$ cat src/rtl/sub_share_pkg.sv
// Shared types and the round-robin pick function
// for the shared subtractor arbiter.
package sub_share_pkg;

    typedef enum logic {IDLE, FULL} sub_share_state_e;

    localparam int MAX_REQ     = 8;
    localparam int MAX_PTR_W   = 3;
    localparam int DEF_NUM_REQ = 4;
    localparam int DEF_ID_W    = $clog2(DEF_NUM_REQ);

    // One-hot grant of the first valid index at or after ptr, modulo n.
    function automatic logic [MAX_REQ-1:0] rr_pick(
        input logic [MAX_REQ-1:0]   valid,
        input logic [MAX_PTR_W-1:0] ptr,
        input int                   n
    );
        logic [MAX_REQ-1:0]   g;
        logic                 found;
        logic [MAX_PTR_W-1:0] i3;
        g     = '0;
        found = 1'b0;
        for (int k = 0; k < MAX_REQ; k++) begin
            if (k < n) begin
                i3 = MAX_PTR_W'((int'(ptr) + k) % n);
                if (!found && valid[i3]) begin
                    g[i3] = 1'b1;
                    found = 1'b1;
                end
            end
        end
        return g;
    endfunction

endpackage

$ cat src/rtl/sub_share_arbiter_rr_grant_pick.sv
// Combinational round-robin picker: one-hot grant
// of the first valid requester starting at ptr_i.
module rr_grant_pick
    import sub_share_pkg::*;
#(
    parameter int NUM_REQ = 4,
    parameter int PTR_W   = $clog2(NUM_REQ)
) (
    input  logic [NUM_REQ-1:0] valid_i,
    input  logic [PTR_W-1:0]   ptr_i,
    output logic [NUM_REQ-1:0] grant_o
);

    logic [MAX_REQ-1:0]   v_ext;
    logic [MAX_PTR_W-1:0] p_ext;
    logic [MAX_REQ-1:0]   pick;

    always_comb begin
        v_ext = '0;
        v_ext[NUM_REQ-1:0] = valid_i;
        p_ext = '0;
        p_ext[PTR_W-1:0] = ptr_i;
        pick = rr_pick(v_ext, p_ext, NUM_REQ);
    end

    assign grant_o = pick[NUM_REQ-1:0];

endmodule

$ cat src/rtl/sub_share_arbiter.sv
// One shared subtractor, round-robin arbitrated with
// optional burst lock and a single registered result slot.
module sub_share_arbiter
    import sub_share_pkg::*;
#(
    parameter int NUM_REQ = DEF_NUM_REQ,
    parameter int DATA_W  = 8,
    parameter int CNT_W   = 16,
    parameter int ID_W    = $clog2(NUM_REQ)
) (
    input  logic                      clk_h,
    input  logic                      rst_h,
    input  logic [NUM_REQ-1:0]        req_valid,
    input  logic [NUM_REQ-1:0]        req_lock,
    input  logic [NUM_REQ*DATA_W-1:0] req_a,
    input  logic [NUM_REQ*DATA_W-1:0] req_b,
    output logic [NUM_REQ-1:0]        req_ready,
    output logic                      rsp_valid,
    input  logic                      rsp_ready,
    output logic [ID_W-1:0]           rsp_id,
    output logic [DATA_W:0]           rsp_diff,
    output logic                      rsp_borrow,
    output logic [CNT_W-1:0]          op_count
);

    sub_share_state_e state_q, state_d;
    logic [ID_W-1:0]   rr_ptr_q, rr_ptr_d;
    logic [ID_W-1:0]   lock_owner_q, lock_owner_d;
    logic              lock_vld_q, lock_vld_d;
    logic [ID_W-1:0]   rsp_id_q, rsp_id_d;
    logic [DATA_W:0]   rsp_diff_q, rsp_diff_d;
    logic [CNT_W-1:0]  op_count_q, op_count_d;

    logic               can_issue;
    logic               lock_hit;
    logic [NUM_REQ-1:0] rr_grant;
    logic [NUM_REQ-1:0] lock_oh;
    logic [NUM_REQ-1:0] grant;
    logic               accept;
    logic               rsp_hs;
    logic [ID_W-1:0]    g_idx;
    logic [DATA_W-1:0]  a_sel;
    logic [DATA_W-1:0]  b_sel;

    rr_grant_pick #(
        .NUM_REQ (NUM_REQ),
        .PTR_W   (ID_W)
    ) u_pick (
        .valid_i (req_valid),
        .ptr_i   (rr_ptr_q),
        .grant_o (rr_grant)
    );

    assign can_issue = (state_q == IDLE) | rsp_ready;
    assign lock_hit  = lock_vld_q & req_valid[lock_owner_q];
    assign lock_oh   = NUM_REQ'(1) << lock_owner_q;
    assign grant     = lock_hit ? lock_oh : rr_grant;
    // Held low during reset so nothing looks accepted before state settles.
    assign req_ready = grant & {NUM_REQ{can_issue & ~rst_h}};
    assign accept    = |(req_ready & req_valid);
    assign rsp_hs    = (state_q == FULL) & rsp_ready;

    always_comb begin
        g_idx = '0;
        for (int i = 0; i < NUM_REQ; i++) begin
            if (grant[i]) begin
                g_idx = ID_W'(i);
            end
        end
    end

    assign a_sel = req_a[g_idx*DATA_W +: DATA_W];
    assign b_sel = req_b[g_idx*DATA_W +: DATA_W];

    always_comb begin
        state_d      = state_q;
        rr_ptr_d     = rr_ptr_q;
        lock_owner_d = lock_owner_q;
        lock_vld_d   = lock_vld_q;
        rsp_id_d     = rsp_id_q;
        rsp_diff_d   = rsp_diff_q;
        op_count_d   = op_count_q;

        if (lock_vld_q && !req_valid[lock_owner_q] && can_issue) begin
            lock_vld_d = 1'b0;
        end

        if (accept) begin
            state_d    = FULL;
            rsp_id_d   = g_idx;
            rsp_diff_d = {1'b0, a_sel} - {1'b0, b_sel};
            rr_ptr_d   = (g_idx == ID_W'(NUM_REQ-1)) ? '0 : g_idx + 1'b1;
            lock_owner_d = req_lock[g_idx] ? g_idx : '0;
            lock_vld_d   = req_lock[g_idx];
        end else if (rsp_hs) begin
            state_d = IDLE;
        end

        if (rsp_hs && op_count_q != {CNT_W{1'b1}}) begin
            op_count_d = op_count_q + 1'b1;
        end
    end

    always_ff @(posedge clk_h) begin
        if (rst_h) begin
            state_q      <= IDLE;
            rr_ptr_q     <= '0;
            lock_owner_q <= '0;
            lock_vld_q   <= 1'b0;
            rsp_id_q     <= '0;
            rsp_diff_q   <= '0;
            op_count_q   <= '0;
        end else begin
            state_q      <= state_d;
            rr_ptr_q     <= rr_ptr_d;
            lock_owner_q <= lock_owner_d;
            lock_vld_q   <= lock_vld_d;
            rsp_id_q     <= rsp_id_d;
            rsp_diff_q   <= rsp_diff_d;
            op_count_q   <= op_count_d;
        end
    end

    assign rsp_valid  = (state_q == FULL);
    assign rsp_id     = rsp_id_q;
    assign rsp_diff   = rsp_diff_q;
    assign rsp_borrow = rsp_diff_q[DATA_W];
    assign op_count   = op_count_q;

endmodule

$ cat config.mk
export PLATFORM = sky130hd
export DESIGN_NAME = sub_share_arbiter
export DESIGN_NICKNAME = d
export VERILOG_FILES = /design/src/rtl/sub_share_pkg.sv /design/src/rtl/sub_share_arbiter_rr_grant_pick.sv /design/src/rtl/sub_share_arbiter.sv
export SDC_FILE = /design/constraint.sdc
export NUM_CORES = 1
export LEC_CHECK = 0
export ABC_AREA = 1
export CORE_ASPECT_RATIO = 0.7
export CORE_MARGIN = 5
export CORE_UTILIZATION = 45
export CTS_BUF_LIST = sky130_fd_sc_hd__clkbuf_8
export DETAILED_ROUTE_END_ITERATION = 16
export GPL_TIMING_DRIVEN = 0
export MAX_ROUTING_LAYER = met4
export PLACE_DENSITY = 0.81
export SLEW_MARGIN = 0
export SYNTH_ARGS = -nofsm -noshare
export SYNTH_HDL_FRONTEND = slang
export SYNTH_SLANG_ARGS = --single-unit
$ cat constraint.sdc
create_clock -name clk_h -period 10.34 [get_ports clk_h]
set_input_delay 2.585 -clock clk_h [delete_from_list [all_inputs] [get_ports clk_h]]
set_output_delay 2.585 -clock clk_h [all_outputs]
set_load 0.03 [all_outputs]
; ---- Word-level counts from Yosys, hierarchy flattened
; Cells that the tools add are included.
[totals]
ff_bits = 33
in_bits = 75
output_inout_bits = 33
word_cells = 99
[op_classes]
add_sub_neg = 6
magnitude_cmp = 10
n_eq_ne = 2
n_shift = 3
muxes = 37
n_bitwise = 14
reduce_logical = 20
[op_table]
columns = operator, count
row1 = $shiftx A32 B6 Y8, 2
row2 = $mux W4, 5
row3 = $mux W1, 18
row4 = $add A16 B1 Y16 const B, 1
row5 = $ne A16 B16 Y1 const B, 1
row6 = $lt A3 B4 Y1 const B, 3
row7 = $or A4 B4 Y4, 3
row8 = $logic_and A1 B1 Y1, 10
row9 = $bmux W1 S3, 3
row10 = $demux W1 S3, 3
row11 = $ge A3 B1 Y1 const B, 3
row12 = $sub A8 B8 Y9, 1
row13 = $and A4 B4 Y4, 2
row14 = $mux W2, 4
row15 = $bmux W1 S2, 3
row16 = $lt A2 B3 Y1 const B, 2
row17 = $reduce_or A2 Y1, 3
row18 = $add A2 B1 Y2 const B, 2
row19 = $add A2 B2 Y2 const B, 2
row20 = $logic_not A1 Y1, 4
row21 = $lt A2 B4 Y1 const B, 1
row22 = $reduce_bool A2 Y1, 2
row23 = $reduce_or A4 Y1, 1
row24 = $shl A1 B2 Y4 const A, 1
row25 = other kinds (7), 12

; ---- Logic depth before layout (Yosys ltp)
; Gate-level depths: netlist (run 1).
[logic_depth]
depth_word = 20
ltp_mapped = 32

; ---- Hierarchy
; From an unflattened synthesis (run 1), not the netlist that was laid out.
[unflattened]
cells_unflattened = 460
area_unflattened_um2 = 2930.3
[modules_own_cells]
columns = mod, n_inst, cells_per_inst, area_each_um2, seq_area_each_um2
row1 = sub_share_arbiter, 1, 387, 2531.2, 660.6
row2 = rr_grant_pick, 1, 73, 399.1, 0.0

; ---- Least setup slack after synthesis (run 1)
; Ideal clock, no wire load.
[synth_path]
path_type = in2out
start = input port req_valid[3]
end = output port req_ready[2]
arrival_time_ns = 3.947
required_ns = 7.755
setup_slack_ns = 3.808
stages = 10
n_path_buf = 1
cell_sequence = nand2_1 nand3_4 nand2_4 nand2_4 nor2_4 nand2_1 nand3_2 nand2_4 clkbuf_1 nor2_1
[synth_via]
elab_chain_len = 14
elab_cells_between_ends = 29
classes_between = mux: 18 / bitwise: 5 / reduce/logical: 6
[synth_rtl]
columns = element, line_no
row1 = from (decl), sub_share_arbiter.sv:13  ; input logic [NUM_REQ-1:0] req_valid,
row2 = $bmux W1 S2, sub_share_pkg.sv:26  ; if (!found && valid[i3]) begin
row3 = $mux W1 (implied by the code), sub_share_pkg.sv:26
row4 = $mux W1, sub_share_pkg.sv:26
row5 = $logic_not A1 Y1, sub_share_pkg.sv:26
row6 = $logic_and A1 B1 Y1, sub_share_pkg.sv:26
row7 = $mux W1, sub_share_pkg.sv:26
row8 = $logic_not A1 Y1, sub_share_pkg.sv:26
row9 = $logic_and A1 B1 Y1, sub_share_pkg.sv:26
row10 = $mux W1, sub_share_pkg.sv:26
row11 = $logic_not A1 Y1, sub_share_pkg.sv:26
row12 = $logic_and A1 B1 Y1, sub_share_pkg.sv:26
row13 = $mux W4, sub_share_pkg.sv:26
row14 = $mux W4 *, sub_share_arbiter.sv:57  ; assign grant = lock_hit ? lock_oh : rr_grant;
row15 = $and A4 B4 Y4 *, sub_share_arbiter.sv:59  ; assign req_ready = grant & {NUM_REQ{can_issue & ~rst_h}};
row16 = to (decl), sub_share_arbiter.sv:17  ; output logic [NUM_REQ-1:0] req_ready,
; Every way passes the cells marked *; elsewhere a longest branch is shown, timed or not. The select of a mux whose other input is x is not followed.

; ---- Worst setup path in the final report (run 1)
[layout_path]
start = input port req_valid[1]
end = output port req_ready[2]
; The elaborated chain is that of the path after synthesis.

==> run metrics, run 1 <==
Root Buffer clkbuf_8; Crit. End Element output port; largest net degree at the start of global routing 11; Post-synth ARST share 0%; final setup TNS 0 ns; drt total wl a little over 9 mm; mux cell area share after synthesis 0%; Adder-Cell Fraction of Synth Area under 10%; row count 24; Clock power frac about 7%; gpl congestion between 0.8 and 0.9; die area ~0.008 mm2; PwrDens approximately 320 mW/mm2; compound-gate portion of the synthesized area between 15 and 20%; NetSw just under 0.7 mW; hold worst-path end rsp_id[0]$_SDFFE_PP0P_; most frequent cell after synthesis nand2_1; Simple-Gate Fraction of Synth Area a little under two fifths; hold_sp rsp_id[0]$_SDFFE_PP0P_; CTS tree built; final hold viol count 0; Detailed Route Iter0 Violations 180; fin crit period approximately 7.7 ns; I/O Buffers approximately 110; core box area between 0.006 and 0.007 mm2; H-tree levels 2; kind of critical path input port to output port; Gate power share between 80% and 90%; IO Count approximately 110; relative slew slack roughly 60%; postcts setup bufs 0; share of the synthesized area in the top cell type 22.8%; unrepaired setup endpoints after global routing no; post-CTS sizing 0; antenna violations before repair 0; Synth Area in XOR/XNOR under 10%; synth-to-layout area growth 43.0%; worst path required time a little under 8 ns; die span in y approximately 77 um; post-cts hold buffer count 0; Leakage between 1.5 and 2 nW; crit-path max FO 10; Yosys reg bits 33; TritonRoute pass-1 iters 5; final period utilization 74.6%; R2R setup slack slightly above 6 ns; post-detailed-route count of antenna-violating nets 0; worst path arrival time approximately 5.1 ns; global-route usage over all layers 22.8%; worst vdd ir about 0.24 mV; vias between 3000 and 4000; FF-to-FF End rsp_diff[8]$_SDFFE_PP0P_; CP Launch Type input port; FMAX approximately 130 MHz; Syn Area/Cell 6.52 um2; ranking of synthesized cells by area dfxtp_1, nand2_1, nor2_1, ha_1, o21ai_0; hpwl dp between 7 and 8 mm; worst hold path depth 2; largest family of logic cells by synthesized area simple AND/OR/NAND/NOR gates; mapped cell area 0.00289 mm2; vias in the first global route about 3300; Post-Syn Nets between 500 and 600; register area share after synthesis between 20% and 30%; sequential power share between 10 and 15%; DR WL/cell roughly 14 um; GRT overflow 0; fraction of layout instances using a drive strength above 1 ~9.7%; Via density ~5.3; Slew @ Worst Pin 0.586 ns; post-synth top area cell dfxtp_1; Power Total between 1 and 1.5 mW; Final Max Tran Viols 0; CP Launch Point req_valid[1]; final net count between 600 and 700; clock skew between 0.003 and 0.004 ns; CTS Buffer Depth 2; status completed; clock slew at reported path FFs 0.06 ns; Post-Syn Instances approximately 440; # Max-Cap Violations 0; ys flop type dfxtp_1; Synth Warn # 0; Min-Delay Path Class flop to flop; initial core utilization between 40% and 50%; final setup fails 0; first-pass GRT wire length between 15 and 20 mm; Cell variety after synth slightly above 40; FF-to-FF path depth 29; die width 106 um; clk_lat worst skew 0.28 ns; Post-synth EDFFs 0; clock sink total 33; FF-to-FF Start rr_ptr_q[1]$_SDFFE_PP0P_; DRC 0; commonest cells in the netlist nand2_1, nor2_1, inv_1, o21ai_0; Internal between 0.6 and 0.7 mW; ANT cells 0; Sw Ratio 51.7%; CTS buffer count 5
-- registers in the layout, summed over array words and instances (netlist names) --
| signal | cells |
|---|---|
| lock_owner_q | 2 |
| rsp_valid | 1 |
| rr_ptr_q | 2 |
| rsp_id | 2 |
| op_count | 16 |
| rsp_diff | 9 |
| lock_vld_q | 1 |
-- power by group through the flow --
stage                     sequential (mW)  combinational [mW]  clock (mW)
after floorplan                     0.197               0.782           0
after global placement              0.171                1.03           0
after detailed placement            0.172                1.06           0
after CTS                           0.169                1.07      0.0963
after global routing                0.173                1.20       0.102
final                               0.169                1.06      0.0960
-- cells by family after synthesis --
group | count (synthesis)
DFF | 33
xor gates and xnor gates | 8
adders and majority gates | 17
and+or+nand+nor | 226
buffers and inverters | 62
AOI/OAI and AO/OA | 98
-- cells in the final DEF, fill, tap and decap left out, types with 2 or more instances in the layout --
master and instances:
nand2_1 98, o211ai_1 6, nor3b_1 2, nor2_1 59, nand3_4 2, nand3_1 30
nand3_2 3, nand4_1 5, nor2_2 6, inv_1 40, nor3_1 4, xor2_1 7
a21o_1 2, inv_2 4, nand2_2 7, clkbuf_1 4, clkbuf_8 6, nand2_4 7
dfxtp_1 33, buf_2 4, o21ai_0 36, a22o_1 7, a21oi_2 2, a21oi_1 33
o21bai_1 2, clkdlybuf4s50_1 106, ha_1 16, buf_6 6, o22ai_1 6
-- metal layers --
| layer | GRT usage, % | wire [um] | vias up |
|---|---|---|---|
| met3 | 4.36 | 574 | 14 |
| met4 | 6.47 | 149 | 0 |
| met1 | 28.2 | 4030 | 1518 |
| met2 | 38.1 | 4340 | 123 |
| met5 | - | 0 | - |
| li1 | - | - | 1691 |
-- layout make-up --
class | instances | area (um2)
Sequential cell | 33 | 661
Inverter | 46 | 185
Buffer | 16 | 125
Tap cell | 78 | 97.6
Multi-Input combinational cell | 349 | 1920
Clock inverter | 1 | 3.75
Clock buffer | 6 | 82.6
Fill cell | 582 | 2110
Timing Repair Buffer | 106 | 1060
-- worst max-delay path, stage by stage --
cell and delay [ns]:
clkdlybuf4s50_1 0.51, nand2_1 0.18, nand3_1 0.09, nand2_1 0.11
nand2_1 0.09, nor2_4 0.13, nand2_1 0.08, nand3_2 0.12
nand2_4 0.11, clkbuf_1 0.26, nor2_1 0.14, clkdlybuf4s50_1 0.69
-- how the worst max path moves through the flow --
stage               cells past startpoint  slack, ns      endpoint
global route                           13       2.48  req_ready[2]
global placement                       12       2.73  req_ready[2]
floorplan                              10       3.81  req_ready[2]
detailed placement                     12       2.61  req_ready[2]
finish                                 12       2.62  req_ready[2]
CTS                                    12       2.61  req_ready[2]
-- per-stage QoR --
step	setup slack, ns	utilization [%]	hold slack, ns	cells	instance area [um2]
after global routing	2.48	66.2	0.496	635	4140
after global placement	2.73	64.9	0.457	628	4050
after CTS	2.61	66.2	0.473	635	4140
after floorplan	3.81	-	0.491	444	2890
after detailed placement	2.61	64.9	0.464	628	4050
final	2.62	66.2	0.475	635	4140
Note: power is estimated with default switching activity, not from simulation.
==> run 2: changes to the inputs <==
==> constraint.sdc (replaced) <==
create_clock -name clk_h -period 7.35 [get_ports clk_h]
set_input_delay 1.8375 -clock clk_h [delete_from_list [all_inputs] [get_ports clk_h]]
set_output_delay 1.8375 -clock clk_h [all_outputs]
set_load 0.03 [all_outputs]
==> results of run 2 <==
The final DEF is identical to that of run 1. Status: completed.
Among the figures that moved: setup slack after placement 2.61 ns -> 1.12 ns; setup slack after layout 2.62 ns -> 1.13 ns; register-to-register setup slack 6.12 ns -> 3.13 ns; total power 1.33 mW -> 1.86 mW; worst IR drop on VDD 0.243 mV -> 0.342 mV
==> run 3: changes to the inputs <==
==> constraint.sdc (replaced) <==
create_clock -name clk_h -period 6.4 [get_ports clk_h]
set_input_delay 1.6 -clock clk_h [delete_from_list [all_inputs] [get_ports clk_h]]
set_output_delay 1.6 -clock clk_h [all_outputs]
set_load 0.03 [all_outputs]
==> results of run 3 <==
The final DEF is identical to that of run 1. Status: completed.
Among the figures that moved: setup slack after placement 2.61 ns -> 0.641 ns; setup slack after layout 2.62 ns -> 0.652 ns; register-to-register setup slack 6.12 ns -> 2.18 ns; total power 1.33 mW -> 2.14 mW; worst IR drop on VDD 0.243 mV -> 0.393 mV
